<file path="config.mk">
export PLATFORM = sky130hd
export DESIGN_NAME = mem_port_arbiter_flat
export DESIGN_NICKNAME = d
export VERILOG_FILES = /design/src/rtl/mem_port_arbiter_if.sv /design/src/rtl/mem_port_arbiter.sv /design/src/flat_wrapper.sv
export SDC_FILE = /design/constraint.sdc
export NUM_CORES = 1
export LEC_CHECK = 0
export ABC_AREA = 1
export BUFFER_PORTS_ARGS = -buffer_cell sky130_fd_sc_hd__buf_2
export CORE_ASPECT_RATIO = 0.7
export CORE_MARGIN = 2
export CORE_UTILIZATION = 48
export DETAILED_ROUTE_END_ITERATION = 10
export HOLD_SLACK_MARGIN = 0.05
export PLACE_DENSITY = 0.8
export SYNTH_ARGS = -nofsm -noshare
export SYNTH_HDL_FRONTEND = slang
export SYNTH_SLANG_ARGS = --single-unit
</file>
<file path="constraint.sdc">
create_clock -name clk -period 1.9 [get_ports clk]
set_clock_uncertainty 0.1 [all_clocks]
set_input_delay 0.285 -clock clk [delete_from_list [all_inputs] [get_ports clk]]
set_output_delay 0.285 -clock clk [all_outputs]
set_load 0.05 [all_outputs]
</file>
<file path="src/rtl/mem_port_arbiter_if.sv">
// rtl/mem_port_arbiter_if.sv - pipeline/memory signal bundle for the fetch/data memory arbiter
interface mem_port_arbiter_if #(
  parameter int ADDR_W = 32,
  parameter int DATA_W = 32
);
  // fetch stage
  logic              if_req;
  logic [ADDR_W-1:0] if_addr;
  logic [DATA_W-1:0] if_rdata;
  logic              if_valid;
  // data-memory stage
  logic              dm_rd;
  logic              dm_wr;
  logic [ADDR_W-1:0] dm_addr;
  logic [DATA_W-1:0] dm_wdata;
  logic [DATA_W-1:0] dm_rdata;
  logic              dm_valid;
  // single-ported memory
  logic              ram_en;
  logic              ram_we;
  logic [ADDR_W-1:0] ram_addr;
  logic [DATA_W-1:0] ram_wdata;
  logic [DATA_W-1:0] ram_rdata;
  // pipeline control
  logic              stall_if;
  logic              stall_mem;
  logic              protocol_err;

  modport slave (
    input  if_req, if_addr, dm_rd, dm_wr, dm_addr, dm_wdata, ram_rdata,
    output if_rdata, if_valid, dm_rdata, dm_valid,
           ram_en, ram_we, ram_addr, ram_wdata,
           stall_if, stall_mem, protocol_err
  );

  modport master (
    output if_req, if_addr, dm_rd, dm_wr, dm_addr, dm_wdata, ram_rdata,
    input  if_rdata, if_valid, dm_rdata, dm_valid,
           ram_en, ram_we, ram_addr, ram_wdata,
           stall_if, stall_mem, protocol_err
  );
endinterface

</file>
<file path="src/rtl/mem_port_arbiter.sv">
// rtl/mem_port_arbiter.sv - shares one fixed-latency memory between fetch and data stages
module mem_port_arbiter #(
  parameter int ADDR_W     = 32,
  parameter int DATA_W     = 32,
  parameter int LAT        = 2,
  parameter int STARVE_MAX = 3
) (
  input logic               clk,
  input logic               rst_n,
  mem_port_arbiter_if.slave bus
);

  localparam int CNT_W = (LAT < 1) ? 1 : $clog2(LAT + 1);
  localparam int STV_W = (STARVE_MAX < 1) ? 1 : $clog2(STARVE_MAX + 1);

  typedef enum logic [1:0] {IDLE, BUSY, DONE} state_t;

  state_t            state_q, state_d;
  logic [CNT_W-1:0]  cnt_q;
  logic [STV_W-1:0]  starve_q;
  logic              win_if_q;
  logic              win_wr_q;
  logic              ram_en_q;
  logic              ram_we_q;
  logic [ADDR_W-1:0] ram_addr_q;
  logic [DATA_W-1:0] ram_wdata_q;
  logic [DATA_W-1:0] if_rdata_q;
  logic [DATA_W-1:0] dm_rdata_q;
  logic              if_valid_q;
  logic              dm_valid_q;
  logic              protocol_err_q;

  logic dm_req;
  logic starved;
  logic grant;
  logic grant_if;

  assign dm_req  = bus.dm_rd | bus.dm_wr;
  assign starved = (starve_q == STV_W'(STARVE_MAX));

  // State register; reset drops any in-flight access on the spot
  always_ff @(posedge clk or negedge rst_n) begin
    if (!rst_n) state_q <= IDLE;
    else        state_q <= state_d;
  end

  // Next state and grant decision; data wins unless fetch has starved
  always_comb begin
    state_d  = state_q;
    grant    = 1'b0;
    grant_if = 1'b0;
    case (state_q)
      IDLE: begin
        if (bus.if_req || dm_req) begin
          grant    = 1'b1;
          grant_if = bus.if_req & (~dm_req | starved);
          state_d  = BUSY;
        end
      end
      BUSY: begin
        if (cnt_q == '0) state_d = DONE;
      end
      DONE: begin
        // requester still holds its completed request, so never re-arbitrate here
        state_d = IDLE;
      end
      default: state_d = IDLE;
    endcase
  end

  // Memory strobe, latency/starvation counters, read capture and completion pulses
  always_ff @(posedge clk or negedge rst_n) begin
    if (!rst_n) begin
      cnt_q          <= '0;
      starve_q       <= '0;
      win_if_q       <= 1'b0;
      win_wr_q       <= 1'b0;
      ram_en_q       <= 1'b0;
      ram_we_q       <= 1'b0;
      ram_addr_q     <= '0;
      ram_wdata_q    <= '0;
      if_rdata_q     <= '0;
      dm_rdata_q     <= '0;
      if_valid_q     <= 1'b0;
      dm_valid_q     <= 1'b0;
      protocol_err_q <= 1'b0;
    end else begin
      ram_en_q   <= 1'b0;
      ram_we_q   <= 1'b0;
      if_valid_q <= 1'b0;
      dm_valid_q <= 1'b0;
      case (state_q)
        IDLE: begin
          if (!bus.if_req) starve_q <= '0;
          if (grant) begin
            ram_en_q <= 1'b1;
            cnt_q    <= CNT_W'(LAT);
            win_if_q <= grant_if;
            if (bus.dm_rd && bus.dm_wr) protocol_err_q <= 1'b1;
            if (grant_if) begin
              ram_addr_q <= bus.if_addr;
              win_wr_q   <= 1'b0;
              starve_q   <= '0;
            end else begin
              // a simultaneous rd+wr is carried out as a write
              ram_addr_q  <= bus.dm_addr;
              ram_we_q    <= bus.dm_wr;
              ram_wdata_q <= bus.dm_wdata;
              win_wr_q    <= bus.dm_wr;
              if (bus.if_req && !starved) starve_q <= starve_q + STV_W'(1);
            end
          end
        end
        BUSY: begin
          if (cnt_q == '0) begin
            if (win_if_q)       if_rdata_q <= bus.ram_rdata;
            else if (!win_wr_q) dm_rdata_q <= bus.ram_rdata;
            if_valid_q <= win_if_q;
            dm_valid_q <= ~win_if_q;
          end else begin
            cnt_q <= cnt_q - CNT_W'(1);
          end
        end
        default: ;
      endcase
    end
  end

  assign bus.ram_en       = ram_en_q;
  assign bus.ram_we       = ram_we_q;
  assign bus.ram_addr     = ram_addr_q;
  assign bus.ram_wdata    = ram_wdata_q;
  assign bus.if_rdata     = if_rdata_q;
  assign bus.dm_rdata     = dm_rdata_q;
  assign bus.if_valid     = if_valid_q;
  assign bus.dm_valid     = dm_valid_q;
  assign bus.protocol_err = protocol_err_q;
  assign bus.stall_if     = bus.if_req & ~if_valid_q;
  assign bus.stall_mem    = dm_req & ~dm_valid_q;

endmodule
</file>
<file path="src/flat_wrapper.sv">
// flat-port wrapper written by rule: the top's interface ports become plain ports
module mem_port_arbiter_flat 
#(
  parameter int ADDR_W     = 32,
  parameter int DATA_W     = 32,
  parameter int LAT        = 2,
  parameter int STARVE_MAX = 3
)
  (clk, rst_n, bus_if_req, bus_if_addr, bus_dm_rd, bus_dm_wr, bus_dm_addr, bus_dm_wdata, bus_ram_rdata, bus_if_rdata, bus_if_valid, bus_dm_rdata, bus_dm_valid, bus_ram_en, bus_ram_we, bus_ram_addr, bus_ram_wdata, bus_stall_if, bus_stall_mem, bus_protocol_err);
  mem_port_arbiter_if #(.ADDR_W(ADDR_W), .DATA_W(DATA_W)) bus_i ();
  input logic clk;
  input logic rst_n;
  input wire logic [$bits(bus_i.if_req)-1:0] bus_if_req;
  input wire logic [$bits(bus_i.if_addr)-1:0] bus_if_addr;
  input wire logic [$bits(bus_i.dm_rd)-1:0] bus_dm_rd;
  input wire logic [$bits(bus_i.dm_wr)-1:0] bus_dm_wr;
  input wire logic [$bits(bus_i.dm_addr)-1:0] bus_dm_addr;
  input wire logic [$bits(bus_i.dm_wdata)-1:0] bus_dm_wdata;
  input wire logic [$bits(bus_i.ram_rdata)-1:0] bus_ram_rdata;
  output wire logic [$bits(bus_i.if_rdata)-1:0] bus_if_rdata;
  output wire logic [$bits(bus_i.if_valid)-1:0] bus_if_valid;
  output wire logic [$bits(bus_i.dm_rdata)-1:0] bus_dm_rdata;
  output wire logic [$bits(bus_i.dm_valid)-1:0] bus_dm_valid;
  output wire logic [$bits(bus_i.ram_en)-1:0] bus_ram_en;
  output wire logic [$bits(bus_i.ram_we)-1:0] bus_ram_we;
  output wire logic [$bits(bus_i.ram_addr)-1:0] bus_ram_addr;
  output wire logic [$bits(bus_i.ram_wdata)-1:0] bus_ram_wdata;
  output wire logic [$bits(bus_i.stall_if)-1:0] bus_stall_if;
  output wire logic [$bits(bus_i.stall_mem)-1:0] bus_stall_mem;
  output wire logic [$bits(bus_i.protocol_err)-1:0] bus_protocol_err;
  assign bus_i.if_req = bus_if_req;
  assign bus_i.if_addr = bus_if_addr;
  assign bus_i.dm_rd = bus_dm_rd;
  assign bus_i.dm_wr = bus_dm_wr;
  assign bus_i.dm_addr = bus_dm_addr;
  assign bus_i.dm_wdata = bus_dm_wdata;
  assign bus_i.ram_rdata = bus_ram_rdata;
  assign bus_if_rdata = bus_i.if_rdata;
  assign bus_if_valid = bus_i.if_valid;
  assign bus_dm_rdata = bus_i.dm_rdata;
  assign bus_dm_valid = bus_i.dm_valid;
  assign bus_ram_en = bus_i.ram_en;
  assign bus_ram_we = bus_i.ram_we;
  assign bus_ram_addr = bus_i.ram_addr;
  assign bus_ram_wdata = bus_i.ram_wdata;
  assign bus_stall_if = bus_i.stall_if;
  assign bus_stall_mem = bus_i.stall_mem;
  assign bus_protocol_err = bus_i.protocol_err;
  mem_port_arbiter #(.ADDR_W(ADDR_W), .DATA_W(DATA_W), .LAT(LAT), .STARVE_MAX(STARVE_MAX)) u_core (.clk(clk), .rst_n(rst_n), .bus(bus_i));
endmodule
</file>
==> impl_metrics.yaml, run 1 <==
logic_synthesis:
  async_flop_share_pct: 100
  synth_adder_area_share_pct: 0.400
  syn_area_mm2: 0.00625
  synth_top_area_share_pct: 56.5
  synth.largest_area_cell: "dfrtp_1"
  yosysMostFrequentCell: "nand2_1"
  synth_area_per_cell_um2: 8.81
  synth_area_leaders: "dfrtp_1, nand2_1, o21ai_2"
  muxShareOfSynthArea_pct: 0
  synth_seq_cells: 141
  ys.flop_type: "dfrtp_1"
  yosysWarnings: 0
  synthSimpleGateAreaFrac_pct: 20.9
  synth_common_cells: "nand2_1, dfrtp_1, inv_1"
  synthesis.instances: 709
  ys_seq_area_share_pct: 56.5
  synth_compound_area_share_pct: 11.6
  synth.distinct_cells: 26
  synth-xor-area-share_pct: 0
  syn_nets: 844
  synth-edff-count: 0
  synth_top_family_by_area: "simple AND/OR/NAND/NOR gates"
detailed_routing:
  avgViaCountPerCell: 4.65
  wl_per_cell_um: 13.6
  ant_nets: 0
  drt_iter0_drc: 240
  drt-total-wl_um: 16400
  vias: 5608
  first_pass_iters: 4
  drcViolationCount: 0
placed_design:
  preCtsSetupSlack_ns: 0.179
  gp_congestion: 0.830
  hpwl_um: 11000
  io_buffers: 267
floorplan:
  die_w_um: 140
  die_area_mm2: 0.0140
  ios: 268
  core.rowCount: 34
  core_area_mm2: 0.0125
  initial_core_util_pct: 49.8
  die_h_um: 99.5
power:
  netSwitchingPower_mw: 10.1
  irDropWorstVdd_mv: 1.47
  power.total_mw: 19.1
  pwr_density_cell_mw_per_mm2: 2140
  p_comb_share_pct: 54.6
  switching_share_pct: 53.1
  seq_power_share_pct: 27.9
  clockPowerShare_pct: 17.6
  p_int_mw: 8.94
  power_leakage_nw: 5.23
setup_path:
  critPathLaunchType: "primary input"
  startpoint: "bus_dm_rd"
  crit_chain: "dlygate4sd3_1, buf_2, nor2_2, nand2_1, nand2_4, inv_2, nand2_2, nand2_1, nand2_1"
  critPathMostFrequentCell: "nand2_1"
  slowest_stage: "dlygate4sd3_1"
  r2r_end: "u_core.bus.ram_wdata[12]"
  cp_slowest_stage_delay_ns: 0.54
  r2r_slack_ns: 0.16
  path_max_fanout: 32
  setup.worst_path.class: "primary input to flop"
  r2r-start: "u_core.starve_q[0]"
  required_ns: 2.14
  arrival_ns: 2.02
  critPathCapture: "u_core.bus.ram_wdata[12]"
  end_kind: "flop"
  worst_r2r_path_depth: 7
grt:
  grt_max_degree: 68
  grt_usage_pct: 24.0
  gr-total-overflow: 0
  grt_pass1_wl_um: 26600
  grt_antenna_before_repair: 0
  grt_pass1_vias: 5562
finish:
  seq_area_mm2: 0.00353
  diodes: 0
  nFillCells: 926
  finalNetCount: 1166
  multi_input_area_mm2: 0.00206
  final_layout_size_suffix_gt1_share_pct: 36.6
  utilization_pct: 71.0
  area_growth_pct: 42.5
sta:
  relSlewSlack_pct: 62.0
  rsz0062_at_grt: "no"
  min_period_ns: 1.78
  finalMaxSlewViolations: 0
  fin_setup_tns_ns: 0
  worst_slack_ns: 0.120
  tightest_slew_ns: 0.569
  hold_viol_final: 0
  setup_viol: 0
  max_freq_ghz: 0.562
  fin_crit_sh_pct: 93.7
cts:
  cts.sinks: 141
  insertion_delay_ns: 0.40
  cts_buffer_depth: 2
  cts_tree: "done"
  clk_pin_slew_ns: 0.06
  post-cts-setup-buffer-count: 0
  htreeDepth: 4
  cts-root-buf: "clkbuf_16"
  cts_buffers: 17
hold_path:
  holdCritPathClass: "primary input to flop"
status:
  status: "complete, no violations"
flow_run:
  max-cap-violations: 0
==> timing repair <==
item | CTS | global route
resized for setup | 0 | 0
hold endpoints to repair | 185 | 1
hold buffers | 56 | 1
setup endpoints to repair | 0 | 0
==> how the worst min path moves through the flow <==
stage	from	to	slack (ns)	depth (start not counted)
floorplan	rst_n	u_core.bus.dm_rdata[0]	-0.11	0
global placement	rst_n	u_core.bus.ram_wdata[2]	0.10	1
detailed placement	rst_n	u_core.bus.ram_wdata[2]	0.10	1
CTS	bus_dm_addr[8]	u_core.bus.ram_addr[8]	0.05	5
global route	bus_ram_rdata[6]	u_core.bus.if_rdata[6]	0.06	3
finish	bus_dm_addr[8]	u_core.bus.ram_addr[8]	0.06	5
==> power groups by stage <==
stage	sequential, mW	combinational, mW	clock (mW)
2_1_floorplan	10.1	3.13	0
3_3_place_gp	5.29	10.1	0
3_5_place_dp	5.30	10.4	0
4_1_cts	5.29	10.4	3.41
5_1_grt	5.48	11.1	3.56
6_report	5.32	10.4	3.35
==> layout make-up <==
class,count,area share [%]
tap,162,2.28
clock inverter,15,2.02
sequential,141,39.6
inverter,107,4.51
timing repair buffer,338,23.6
multi-input combinational,426,23.1
clock buffer,17,4.78
==> metrics by stage <==
step	hold slack, ns	cells	cell area (µm²)
floorplan	-0.111	709	6250
global placement	0.105	1117	7730
detailed placement	0.103	1117	7730
CTS	0.0502	1205	8890
global route	0.0561	1206	8900
finish	0.0622	1206	8900
==> state kept, by name, summed over array words and instances (netlist names) <==
signal	cells
u_core.bus.ram_we	1
u_core.win_if_q	1
u_core.win_wr_q	1
u_core.bus.ram_addr	32
u_core.cnt_q	2
u_core.bus.dm_rdata	32
u_core.bus.if_valid	1
u_core.bus.if_rdata	32
u_core.bus.dm_valid	1
u_core.state_q	2
u_core.starve_q	2
u_core.bus.ram_wdata	32
u_core.bus.protocol_err	1
u_core.bus.ram_en	1
==> worst max-delay path, delay by kind of cell <==
family / cells / cell delay (ns)
buffers and inverters: 3 / 0.73
and+or+nand+nor: 6 / 1.01
==> cells in the final DEF, fill, tap and decap left out, types with 5 or more instances in the layout <==
cell,synthesis,final
o21ai_1,9,9
dlygate4sd3_1,0,57
inv_1,105,105
clkbuf_16,0,17
buf_4,4,7
buf_2,16,266
o21ai_2,55,55
dfrtp_1,141,141
nand2_1,270,270
nand3_1,33,33
nand2_2,5,5
inv_6,0,5
a21oi_1,33,33
buf_12,0,7
==> logic make-up after synthesis <==
kind of cell	count (synthesis)
adders and majority gates	2
buffers and inverters	142
DFF	141
AOI/OAI and AO/OA	103
and+or+nand+nor	321
==> metal layers <==
layer	vias up	routed length, µm	track usage, %
li1	2808	-	-
met1	2528	6790	29.9
met2	240	8080	40.6
met3	32	1250	6.50
met4	0	333	8.78
met5	-	0	0
(Power assumes the default switching activity.)
==> inputs of run 2 (changes only) <==
- CORE_UTILIZATION: 48 -> 49
- CTS_BUF_LIST: default -> sky130_fd_sc_hd__clkbuf_4
- PLACE_DENSITY: 0.8 -> 0.82
==> run 2 against run 1 <==
Non-clock buffer count up 73; global-route usage is 5.2 points higher; via count increased by 12%; critical endpoint is now bus_stall_if; first-iteration DRC count increased by 42%; sequential cell count unchanged; critical path depth shrank 4; worst hold slack improved by 0.029 ns; setup slack worse by 0.030 ns; largest cell class unchanged; wire length up 18%; cell count up 6.1%.
==> impl_metrics.yaml, run 2 (synthesized netlist as in run 1, its figures left out) <==
status:
  status: "complete, no violations"
setup_path:
  cp_slowest_stage_delay_ns: 0.52
  setup.worst_path.class: "primary input to primary output"
  slowest_stage: "dlygate4sd3_1"
  path_delay_family: "buffers and inverters"
  r2r_slack_ns: 0.15
  arrival_ns: 1.42
  path_buf_inv: 4
  required_ns: 1.51
  end_kind: "primary output"
  critPathLaunchType: "primary input"
  critPathMostFrequentCell: "buf_2"
  path_max_fanout: 4
  crit_chain: "dlygate4sd3_1, buf_2, inv_1, nor2_1, buf_2"
cts:
  cts_tree: "done"
  htreeDepth: 4
  cts.sinks: 141
  cts-root-buf: "clkbuf_4"
  cts_buffer_depth: 2
  cts_buffers: 17
  insertion_delay_ns: 0.51
  post-cts-setup-buffer-count: 0
  clk_pin_slew_ns: 0.14
power:
  power_leakage_nw: 5.38
  pwr_density_cell_mw_per_mm2: 1920
  irDropWorstVdd_mv: 1.60
sta:
  relSlewSlack_pct: 74.9
  fin_setup_tns_ns: 0
  worst_slack_ns: 0.0901
  rsz0062_at_grt: "no"
  setup_viol: 0
  tightest_slew_ns: 0.376
  fin_crit_sh_pct: 95.3
  min_period_ns: 1.81
  hold_viol_final: 0
  finalMaxSlewViolations: 0
  max_freq_ghz: 0.553
placed_design:
  hpwl_um: 10800
  dpl.cell_count: 1114
  dpl_cell_area_mm2: 0.00769
  preCtsSetupSlack_ns: 0.0605
  io_buffers: 267
  gp_congestion: 0.839
detailed_routing:
  drcViolationCount: 0
  drt_iter0_drc: 341
  ant_nets: 0
  first_pass_iters: 5
  wl_per_cell_um: 15.2
  vias: 6264
  drt-total-wl_um: 19400
  avgViaCountPerCell: 4.89
flow_run:
  max-cap-violations: 0
grt:
  gr-total-overflow: 0
  grt_pass1_wl_um: 31800
  top_usage_layer: "met2"
  grt_max_degree: 66
  grt_usage_pct: 29.1
  grt_pass1_vias: 6386
  use_met2_pct: 49.5
  grt_antenna_before_repair: 1
  met3_usage_pct: 8.41
  use_met1_pct: 35.1
finish:
  area_growth_pct: 48.9
  final_common_cell: "nand2_1"
  nFillCells: 806
  final_layout_size_suffix_gt1_share_pct: 33.9
  utilization_pct: 74.9
  final_cell_mix: "nand2_1, buf_2, dfrtp_1, dlygate4sd3_1, inv_1"
  finalNetCount: 1239
  stdcell_count: 1280
  final_design_area_no_fill_mm2: 0.00931
floorplan:
  initial_core_util_pct: 50.3
  ios: 268
  core_area_mm2: 0.0124
  die_w_um: 139
  die_h_um: 98.5
  die_area_mm2: 0.0137
  core.rowCount: 34
hold_path:
  holdCritPathClass: "primary input to async pin"
## run 2: cell count changes in the layout (fill, tap and decap cells not counted), sizes merged
| cell | previous run | this run |
|---|---|---|
| clkbuf | 17 | 19 |
| bufinv | 2 | 1 |
| inv | 114 | 113 |
| diode | 0 | 1 |
| clkinvlp | 2 | 5 |
| buf | 281 | 278 |
| dlygate4sd3 | 57 | 133 |
| clkinv | 4 | 1 |
## run 2: path summary, 6_finish.rpt
path | to | cells after the start | start
hold / removal | u_core.bus.ram_wdata[27] | 2 | rst_n
max in group asynchronous | u_core.starve_q[1] | 3 | rst_n
setup reg to reg | u_core.bus.ram_wdata[21] | 7 | u_core.starve_q[0]
hold reg to reg | u_core.bus.ram_wdata[26] | 2 | u_core.bus.ram_wdata[26]
setup / recovery | bus_stall_if | 5 | bus_if_req
min in group clk | u_core.bus.ram_wdata[26] | 2 | u_core.bus.ram_wdata[26]
## run 2: final cells by class
cell class	count	area (µm²)	area share, %
Sequential cell	141	3530	37.9
Inverter	107	402	4.32
Clock buffer	19	143	1.53
Clock inverter	13	131	1.41
Tap cell	162	203	2.18
Timing Repair Buffer	411	2830	30.4
Multi-Input combinational cell	426	2070	22.2
Antenna cell	1	2.50	0.0269
## run 2: report_power, final
group / internal [mW] / switching [mW]
combinational: 2.55 / 8.14
sequential: 4.48 / 0.866
clock: 0.708 / 1.17
total: 7.73 / 10.2
## run 2: timing repair
action | in CTS | in global routing
hold buffers | 134 | 0
endpoints found under the hold margin | 272 | 0
endpoints found under the setup margin | 0 | 52
resized for setup | 0 | 1
## run 2: through the flow
step           power, mW  hold slack [ns]
6_report            17.9           0.0909
5_1_grt             18.9           0.0718
4_1_cts             17.7            0.163
3_5_place_dp        15.6           0.0735
3_3_place_gp        15.4           0.0744
2_1_floorplan       13.2           -0.111
## run 2: metal layers
metal | wire [µm] | vias up
met4 | 669 | 0
met3 | 1730 | 59
met5 | 0 | -
met2 | 9610 | 351
met1 | 7410 | 2898
li1 | - | 2956
